<file path="config.mk">
export PLATFORM = sky130hd
export DESIGN_NAME = ad9833_sweep_ctrl_flat
export DESIGN_NICKNAME = d
export VERILOG_FILES = /design/src/rtl/ad9833_sweep_ctrl_if.sv /design/src/rtl/ad9833_sweep_ctrl.sv /design/src/flat_wrapper.sv
export SDC_FILE = /design/constraint.sdc
export NUM_CORES = 1
export LEC_CHECK = 0
export ABC_AREA = 1
export BUFFER_PORTS_ARGS = -buffer_cell sky130_fd_sc_hd__buf_2
export CORE_MARGIN = 3
export CORE_UTILIZATION = 54
export DETAILED_ROUTE_END_ITERATION = 12
export PLACE_DENSITY = 0.77
export SLEW_MARGIN = 0
export SYNTH_ARGS = -nofsm -noshare
export SYNTH_HDL_FRONTEND = slang
export SYNTH_SLANG_ARGS = --single-unit
export TNS_END_PERCENT = 20
</file>
<file path="constraint.sdc">
create_clock -name clk -period 3.75 [get_ports clk]
set_clock_uncertainty 0.15 [all_clocks]
set_input_delay 0.375 -clock clk [delete_from_list [all_inputs] [get_ports clk]]
set_output_delay 0.375 -clock clk [all_outputs]
set_load 0.03 [all_outputs]
</file>
<file path="src/rtl/ad9833_sweep_ctrl_if.sv">
// Request/ack/complete bundle between the sweep sequencer and the ad9833 serial driver.
// Latency: none, plain wires.
// Backpressure: the driver paces each frame with good_to_reset_go and send_complete.
interface ad9833_sweep_ctrl_if;
  logic        go;
  logic [15:0] control;
  logic [27:0] freq;
  logic        good_to_reset_go;
  logic        send_complete;

  modport master (
    output go,
    output control,
    output freq,
    input  good_to_reset_go,
    input  send_complete
  );

  modport slave (
    input  go,
    input  control,
    input  freq,
    output good_to_reset_go,
    output send_complete
  );
endinterface

</file>
<file path="src/rtl/ad9833_sweep_ctrl.sv">
// Frequency-sweep sequencer for the ad9833 driver: one RST frame, N RUN frames, one MUTE frame.
// Latency: start -> go in 1 cycle; send_complete -> next go in 1 cycle, or 1+dwell after a RUN frame.
// Backpressure: each frame waits indefinitely for the driver's ack and completion.
module ad9833_sweep_ctrl #(
  parameter int DWELL_W = 24,
  parameter int PTS_W   = 16
) (
  input  logic                clk,
  input  logic                rst_n,
  input  logic                start,
  input  logic                abort,
  input  logic [27:0]         cfg_start_freq,
  input  logic [27:0]         cfg_step,
  input  logic                cfg_down,
  input  logic [PTS_W-1:0]    cfg_points,
  input  logic [DWELL_W-1:0]  cfg_dwell,
  input  logic [1:0]          cfg_wave,
  ad9833_sweep_ctrl_if.master drv,
  output logic                busy,
  output logic                done,
  output logic                aborted,
  output logic [PTS_W-1:0]    point_idx
);

  typedef enum logic [2:0] {
    S_IDLE, S_REQ, S_ACK_WAIT, S_CPL_WAIT, S_DWELL, S_FINISH
  } state_t;

  typedef enum logic [1:0] {
    FR_RST, FR_RUN, FR_MUTE
  } frame_t;

  // RESET bit of the ad9833 control word, used by both the load and mute frames
  localparam logic [15:0] RESET_BIT = 16'h0100;

  function automatic logic [15:0] wave_bits(input logic [1:0] w);
    case (w)
      2'd0:    wave_bits = 16'h2000;
      2'd1:    wave_bits = 16'h2002;
      default: wave_bits = 16'h2028;
    endcase
  endfunction

  state_t             state_q;
  frame_t             frame_q;
  logic               go_q;
  logic [15:0]        ctrl_q;
  logic [27:0]        freq_q;      // doubles as the sweep accumulator
  logic               busy_q;
  logic               done_q;
  logic               aborted_q;
  logic [PTS_W-1:0]   idx_q;
  logic [27:0]        step_q;
  logic               down_q;
  logic [PTS_W-1:0]   pts_q;
  logic [DWELL_W-1:0] dwell_q;
  logic [15:0]        wave_q;
  logic [DWELL_W-1:0] dwell_cnt_q;
  logic               abort_q;     // abort seen during a non-mute frame or dwell
  logic               cpl_pend_q;  // completion arrived together with the ack

  logic               cpl_seen_d;
  logic               abort_any_d;
  logic               last_pt_d;
  logic [27:0]        run_freq_d;
  logic               adv_d;
  logic               to_mute_d;

  assign cpl_seen_d  = drv.send_complete | cpl_pend_q;
  assign abort_any_d = abort | abort_q;
  assign last_pt_d   = ((idx_q + PTS_W'(1)) == pts_q);
  assign run_freq_d  = down_q ? (freq_q - step_q) : (freq_q + step_q);

  // Decide when the RUN sequence moves on (end of dwell, zero dwell, or abort) and whether to mute
  always_comb begin
    adv_d     = 1'b0;
    to_mute_d = abort_any_d | last_pt_d;
    case (state_q)
      S_CPL_WAIT: adv_d = cpl_seen_d && (frame_q == FR_RUN) &&
                          ((dwell_q == '0) || abort_any_d);
      S_DWELL:    adv_d = abort || (dwell_cnt_q <= DWELL_W'(1));
      default:    adv_d = 1'b0;
    endcase
  end

  // Sweep state machine with registered driver-facing and status outputs
  always_ff @(posedge clk or negedge rst_n) begin
    if (!rst_n) begin
      state_q     <= S_IDLE;
      frame_q     <= FR_RST;
      go_q        <= 1'b0;
      ctrl_q      <= 16'h0000;
      freq_q      <= '0;
      busy_q      <= 1'b0;
      done_q      <= 1'b0;
      aborted_q   <= 1'b0;
      idx_q       <= '0;
      step_q      <= '0;
      down_q      <= 1'b0;
      pts_q       <= '0;
      dwell_q     <= '0;
      wave_q      <= 16'h0000;
      dwell_cnt_q <= '0;
      abort_q     <= 1'b0;
      cpl_pend_q  <= 1'b0;
    end else begin
      done_q    <= 1'b0;
      aborted_q <= 1'b0;

      // An abort during the mute frame itself is not recorded
      if (abort && (frame_q != FR_MUTE) &&
          (state_q inside {S_REQ, S_ACK_WAIT, S_CPL_WAIT, S_DWELL}))
        abort_q <= 1'b1;

      case (state_q)
        S_IDLE: begin
          if (start) begin
            step_q     <= cfg_step;
            down_q     <= cfg_down;
            pts_q      <= cfg_points;
            dwell_q    <= cfg_dwell;
            wave_q     <= wave_bits(cfg_wave);
            freq_q     <= cfg_start_freq;
            ctrl_q     <= wave_bits(cfg_wave) | RESET_BIT;
            frame_q    <= FR_RST;
            idx_q      <= '0;
            abort_q    <= 1'b0;
            cpl_pend_q <= 1'b0;
            go_q       <= 1'b1;
            busy_q     <= 1'b1;
            state_q    <= S_REQ;
          end
        end

        S_REQ: state_q <= S_ACK_WAIT;

        S_ACK_WAIT: begin
          if (drv.good_to_reset_go) begin
            go_q       <= 1'b0;
            cpl_pend_q <= drv.send_complete;
            state_q    <= S_CPL_WAIT;
          end
        end

        S_CPL_WAIT: begin
          if (cpl_seen_d) begin
            cpl_pend_q <= 1'b0;
            case (frame_q)
              FR_RST: begin
                go_q    <= 1'b1;
                state_q <= S_REQ;
                if (abort_any_d || (pts_q == '0)) begin
                  frame_q <= FR_MUTE;
                  ctrl_q  <= wave_q | RESET_BIT;
                end else begin
                  frame_q <= FR_RUN;
                  ctrl_q  <= wave_q;
                  idx_q   <= '0;
                end
              end
              FR_RUN: begin
                if (!adv_d) begin
                  dwell_cnt_q <= dwell_q;
                  state_q     <= S_DWELL;
                end
              end
              default: begin
                done_q    <= 1'b1;
                aborted_q <= abort_q;
                busy_q    <= 1'b0;
                state_q   <= S_FINISH;
              end
            endcase
          end
        end

        S_DWELL: dwell_cnt_q <= dwell_cnt_q - DWELL_W'(1);

        S_FINISH: state_q <= S_IDLE;

        default: state_q <= S_IDLE;
      endcase

      // Launch the next RUN point or the closing mute frame
      if (adv_d) begin
        go_q    <= 1'b1;
        state_q <= S_REQ;
        if (to_mute_d) begin
          frame_q <= FR_MUTE;
          ctrl_q  <= wave_q | RESET_BIT;
        end else begin
          frame_q <= FR_RUN;
          ctrl_q  <= wave_q;
          idx_q   <= idx_q + PTS_W'(1);
          freq_q  <= run_freq_d;
        end
      end
    end
  end

  assign drv.go      = go_q;
  assign drv.control = ctrl_q;
  assign drv.freq    = freq_q;
  assign busy        = busy_q;
  assign done        = done_q;
  assign aborted     = aborted_q;
  assign point_idx   = idx_q;

endmodule

</file>
<file path="src/flat_wrapper.sv">
// flat-port wrapper written by rule: the top's interface ports become plain ports
module ad9833_sweep_ctrl_flat 
#(
  parameter int DWELL_W = 24,
  parameter int PTS_W   = 16
)
  (clk, rst_n, start, abort, cfg_start_freq, cfg_step, cfg_down, cfg_points, cfg_dwell, cfg_wave, busy, done, aborted, point_idx, drv_go, drv_control, drv_freq, drv_good_to_reset_go, drv_send_complete);
  ad9833_sweep_ctrl_if drv_i ();
  input  logic clk;
  input  logic rst_n;
  input  logic start;
  input  logic abort;
  input  logic [27:0] cfg_start_freq;
  input  logic [27:0] cfg_step;
  input  logic cfg_down;
  input  logic [PTS_W-1:0] cfg_points;
  input  logic [DWELL_W-1:0] cfg_dwell;
  input  logic [1:0] cfg_wave;
  output logic busy;
  output logic done;
  output logic aborted;
  output logic [PTS_W-1:0] point_idx;
  output wire logic [$bits(drv_i.go)-1:0] drv_go;
  output wire logic [$bits(drv_i.control)-1:0] drv_control;
  output wire logic [$bits(drv_i.freq)-1:0] drv_freq;
  input wire logic [$bits(drv_i.good_to_reset_go)-1:0] drv_good_to_reset_go;
  input wire logic [$bits(drv_i.send_complete)-1:0] drv_send_complete;
  assign drv_go = drv_i.go;
  assign drv_control = drv_i.control;
  assign drv_freq = drv_i.freq;
  assign drv_i.good_to_reset_go = drv_good_to_reset_go;
  assign drv_i.send_complete = drv_send_complete;
  ad9833_sweep_ctrl #(.DWELL_W(DWELL_W), .PTS_W(PTS_W)) u_core (.clk(clk), .rst_n(rst_n), .start(start), .abort(abort), .cfg_start_freq(cfg_start_freq), .cfg_step(cfg_step), .cfg_down(cfg_down), .cfg_points(cfg_points), .cfg_dwell(cfg_dwell), .cfg_wave(cfg_wave), .drv(drv_i), .busy(busy), .done(done), .aborted(aborted), .point_idx(point_idx));
endmodule
</file>
-- Yosys cells after proc, flatten, opt, wreduce, memory -nomap -nowiden
Index checks and enable logic that the tools add are counted.
- output and inout port bits: 64
- input port bits: 105
- word-level logic and storage cells: 130
- flip-flop bits (word level): 178
- $lt $le $gt $ge: 1
- reductions and logical operators: 26
- multiplexer cells: 60
- equality and inequality tests: 19
- bitwise logic cells: 3
- add/sub/neg operators: 4
- operator list (kind ; count):
    $mux 16 ; 10
    $mux 28 ; 5
    $mux 24 ; 3
    $pmux 16 s2 ; 2
    $pmux 24 s2 ; 1
    $add 28x28->28 ; 1
    $sub 28x28->28 ; 1
    $le 24x1->1 const B ; 1
    $logic_not 24->1 ; 1
    $sub 24x1->24 const B ; 1
    $reduce_and 4->1 ; 5
    $mux 1 ; 19
    $mux 9 ; 2
    $add 16x1->16 const B ; 1
    $eq 16x16->1 ; 1
    $logic_not 16->1 ; 1
    $pmux 3 s5 ; 1
    $mux 2 ; 6
    $mux 3 ; 4
    $pmux 6 s2 ; 1
    $ne 2x2->1 const B ; 5
    $ne 3x2->1 const B ; 3
    $reduce_bool 4->1 ; 2
    $eq 3x2->1 const B ; 2
    other kinds (19) ; 34

-- Logic depth before layout (Yosys ltp)
- depth after elaboration: 8
- mapped depth: 24
- depth with buffers taken out: 24

-- Worst setup path before layout
Ideal clock, no wire load.
- path type: register -> register
- start: register u_core.step_q[0]
- end: register u_core.freq_q[27] (netlist: u_core.drv.freq[27])
- arrival time: 2.793 ns
- library setup time: 0.123 ns
- cell stages (with the launch flop): 20
- clock period less this slack: 3.066 ns
- buffers on the path: 0
- data required time: 3.477 ns
- path slack: 0.684 ns
- cells stage by stage: dfrtp_1 -> inv_1 -> ha_1 -> nand3_1 -> nor2_1 -> a21oi_1 -> nor2_1 -> nand2_1 -> nor2_1 -> o21ai_0 -> xor2_1 -> ha_1 -> a21oi_1 -> inv_1 -> a21oi_1 -> nor2_1 -> a211oi_1 -> nand2_1 -> xnor2_1 -> o21ai_1
- longest elaborated chain between the ends: 4
- elaborated cells on any way between the ends: 5
- classes of those cells: add/sub (2); mux (3)
- RTL lines (element ; line ; text):
    from (decl) ; ad9833_sweep_ctrl.sv:53 ; logic [27:0] step_q;
    from (signal assigned) ; ad9833_sweep_ctrl.sv:118 ; step_q <= cfg_step;
    $add 28x28->28 or $sub 28x28->28 (tied branches) ; ad9833_sweep_ctrl.sv:72 ; assign run_freq_d = down_q ? (freq_q - step_q) : (freq_q + step_q);
    $mux 28 * ; ad9833_sweep_ctrl.sv:72 ;
    $mux 28 * ; ad9833_sweep_ctrl.sv:188 ; if (to_mute_d) begin
    $mux 28 * ; ad9833_sweep_ctrl.sv:185 ; if (adv_d) begin
    to (signal assigned) ; ad9833_sweep_ctrl.sv:123 ; freq_q <= cfg_start_freq;
    to (signal assigned) ; ad9833_sweep_ctrl.sv:195 ; freq_q <= run_freq_d;
    to (decl) ; ad9833_sweep_ctrl.sv:48 ; logic [27:0] freq_q;
Every way passes the cells marked *; elsewhere a longest branch is shown, timed or not.
A chain may end at the register's enable or synchronous reset.

-- Worst setup path after layout
- start: register u_core.step_q[0]
- end: register u_core.freq_q[20] (netlist: u_core.drv.freq[20])
The elaborated chain is that of the path after synthesis.

==> impl_metrics.py <==
metrics = {
    "clock_tree": {
        "cts.htree.levels": 4,
        "clockRootBuffer": "sky130_fd_sc_hd__clkbuf_16",
        "number_of_clock_buffers_inserted_by_tritoncts": 17,
        "cts_tree": "yes",
        "tritoncts_sinks": 155,
        "clk_pin_slew_worst_paths_ns": 0.07,
        "cts-root-to-sink-buffers": 2,
        "worst_skew_pair.late_latency_ns": 0.43,
    },
    "critical_path": {
        "path_cells": "inv_1 > ha_1 > nand3_1 > nor2_2 > a21oi_1 > nor2_2 > o21ai_0 > xnor2_1 > ha_1 > nand2_1 > nor4_1 > nand2_1 > nand2_1 > a21oi_1 > xor2_1 > o21ai_0",
        "timing.critical_path.fanout_max": 4,
        "cell_family_with_most_cp_delay": "simple AND/OR/NAND/NOR gates",
        "worst_ep_arrival_time_ns": 3.59,
        "critical_path.n_buffers_inverters": 1,
        "critical_path.max_stage_delay_ns": 0.52,
        "path_class": "register to register",
        "cp-end-kind": "register",
        "timing.critical_path.slowest_stage_cell": "sky130_fd_sc_hd__nor4_1",
        "cp-start-kind": "register",
        "timing.critical_path.mode_cell": "sky130_fd_sc_hd__nand2_1",
        "required_ns": 3.89,
    },
    "outcome": {
        "status": "finished with violations",
        "failing_checks": "negative hold slack",
    },
    "routing": {
        "drt_via_density": 5.44,
        "first_pass_iters": 6,
        "routed_via_count": 10300,
        "wl_per_cell_um": 15.8,
        "drt-total-wl_mm": 30.1,
        "first_iter_violations": 895,
        "drc": 0,
        "detail-route-antenna-nets": 0,
    },
    "logic_synthesis": {
        "synth.most_common_cell": "sky130_fd_sc_hd__nand2_1",
        "number_of_flops_mapped_to_enable_cells_by_yosys": 0,
        "yosysSeqAreaShare_pct": 37.4,
        "synth_cell_types": 44,
        "ys.warnings.count": 0,
        "mappedNetlistArea_um2": 10400,
        "synthFlopType": "sky130_fd_sc_hd__dfrtp_1",
        "synthCells": 1491,
        "netlist.top_cell.by_area": "sky130_fd_sc_hd__dfrtp_1",
        "synth_top_area_share_pct": 37.4,
        "synthesis.area_per_instance_um2": 6.95,
        "synth-seq-cells": 155,
        "synthArstFlopShare_pct": 100,
        "synth.area.top_cells": "sky130_fd_sc_hd__dfrtp_1, sky130_fd_sc_hd__nand2_1, sky130_fd_sc_hd__inv_1",
        "synthTopCellsByCount": "sky130_fd_sc_hd__nand2_1, sky130_fd_sc_hd__inv_1, sky130_fd_sc_hd__dfrtp_1",
    },
    "finish": {
        "post_route_cells_drive_above_1_share_pct": 14.4,
        "nets": 1789,
        "n_antenna_cell": 0,
        "area_growth_pct": 16.7,
    },
    "sta": {
        "endpoints_failing_hold": 1,
        "finalSetupViolCount": 0,
        "timing.fmax_mhz": 290,
        "timing.final.crit_share_pct": 92.0,
        "post-route-min-period_ns": 3.45,
        "final.hold.worst_slack_ns": -0.0000382,
        "rsz0062_at_grt": "true",
        "max_transition_margin_pct": 44.4,
        "final_max_slew_viol_count": 0,
        "worst-slew-pin-transition_ns": 0.831,
    },
    "die": {
        "fp.dieW_um": 145,
        "die_height_um": 145,
        "ioPinCount": 169,
        "fp.coreArea_um2": 18800,
        "starting_utilization_of_the_core_area_pct": 55.2,
        "die_area_um2": 20900,
        "cell_row_count": 50,
    },
    "power_and_ir_drop": {
        "p_leak_nw": 6.38,
        "peakVddDrop_mv": 0.623,
        "power.density_cell_area_nw_per_um2": 1010,
        "power.total_mw": 12.2,
    },
    "global_routing": {
        "via_count_of_the_first_global_routing_pass": 9501,
        "grt_max_degree": 65,
        "grt-ovfl-total": 0,
        "grt_antenna_before_repair": 0,
        "grt_first_pass_wirelength_mm": 47.6,
        "track_usage_pct": 28.9,
    },
    "placement": {
        "numPortBuffers": 157,
        "routabilityCongestion": 0.967,
        "hpwl_after_detailed_placement_mm": 22.5,
    },
    "hold_path": {
        "hold_class": "input pin to register",
    },
    "job": {
        "max-cap-violations": 0,
    },
}
through the flow:
stage	area, um2	cells	setup WS (ns)	setup TNS (ns)	util [%]
after floorplan	10400	1501	0.684	0	-
after global placement	11300	1853	0.273	0	60.3
after detailed placement	11300	1853	0.156	0	60.3
after CTS	12000	1896	0.142	0	64.2
after global routing	12100	1898	-0.0629	-0.0651	64.4
final	12100	1898	0.301	0	64.4
state kept, by name, indices dropped and copies added (netlist names), 2 cells and up:
name / flops
u_core.dwell_q: 24
u_core.wave_q: 3
u_core.pts_q: 16
u_core.dwell_cnt_q: 24
u_core.drv.control: 4
u_core.state_q: 3
u_core.frame_q: 2
u_core.step_q: 28
u_core.drv.freq: 28
u_core.point_idx: 16
worst min-delay path, delay by kind of cell:
| kind | cells | cell delay, ns |
|---|---|---|
| AND/OR/NAND/NOR | 1 | 0.04 |
| buffers and inverters | 1 | 0.08 |
| AO/OA/AOI/OAI | 1 | 0.05 |
routing by layer:
| layer | vias up | track usage (%) | part of all wire (%) |
|---|---|---|---|
| li1 | 5091 | - | - |
| met1 | 4750 | 40.8 | 45 |
| met2 | 418 | 45.3 | 45 |
| met3 | 59 | 5.42 | 7.3 |
| met4 | 0 | 8.93 | 2.6 |
| met5 | - | 0 | 0 |
repair_timing:
action / 4_1_cts / 5_1_grt
gates resized for setup: 0 / 8
hold buffers: 12 / 0
endpoints found under the setup margin: 0 / 10
endpoints found under the hold margin: 72 / 0
setup buffers: 0 / 2
path summary, 6_finish.rpt:
| path | slack (ns) | cells after the start | start | end |
|---|---|---|---|---|
| worst max-delay path | 0.30 | 16 | u_core.step_q[0] | u_core.drv.freq[20] |
| worst min-delay path | -0.00004 | 3 | cfg_dwell[15] | u_core.dwell_q[15] |
| worst max register to register | 0.30 | 16 | u_core.step_q[0] | u_core.drv.freq[20] |
| worst min register to register | 0.34 | 1 | u_core.wave_q[13] | u_core.wave_q[13] |
| max in group asynchronous | 2.21 | 3 | rst_n | u_core.drv.freq[13] |
| min in group asynchronous | 0.36 | 2 | rst_n | u_core.pts_q[7] |
cells by family after synthesis:
| family | Yosys count | share of synthesized area (%) |
|---|---|---|
| buffers and inverters | 229 | 9.18 |
| and+or+nand+nor | 801 | 32.2 |
| other | 1 | 0.0362 |
| adders and majority gates | 32 | 3.94 |
| DFF | 155 | 37.4 |
| xor gates and xnor gates | 61 | 5.58 |
| AOI/OAI and AO/OA | 203 | 10.7 |
| muxes | 9 | 0.870 |
cell usage in the layout, fill, tap and decap left out, types with 17 or more instances in the layout:
| cell | count |
|---|---|
| sky130_fd_sc_hd__nand2_1 | 471 |
| sky130_fd_sc_hd__inv_1 | 173 |
| sky130_fd_sc_hd__ha_1 | 31 |
| sky130_fd_sc_hd__nor3_1 | 19 |
| sky130_fd_sc_hd__xnor2_1 | 17 |
| sky130_fd_sc_hd__buf_2 | 156 |
| sky130_fd_sc_hd__xor2_1 | 41 |
| sky130_fd_sc_hd__clkbuf_16 | 17 |
| sky130_fd_sc_hd__nand3_1 | 93 |
| sky130_fd_sc_hd__nand4_1 | 19 |
| sky130_fd_sc_hd__dfrtp_1 | 155 |
| sky130_fd_sc_hd__nor2_1 | 148 |
| sky130_fd_sc_hd__a21oi_1 | 54 |
| sky130_fd_sc_hd__o21ai_0 | 95 |
layout make-up:
class                   instances  area (um2)
repair buffers                184        1040
inverters                     177         667
clock buffers                  20         447
well taps                     234         293
clock inverters                11         160
multi-input cells            1117        5600
flip-flops and latches        155        3880
fillers                      1705        6680
power by group:
| part | total [mW] | leakage (nW) | switching (mW) | internal, mW |
|---|---|---|---|---|
| combinational | 7.33 | 4.18 | 4.83 | 2.51 |
| clock | 1.81 | 0.289 | 0.740 | 1.07 |
| sequential | 3.02 | 1.91 | 0.645 | 2.37 |
| total | 12.2 | 6.38 | 6.21 | 5.95 |
No activity file was read; power rests on OpenSTA's default activity.
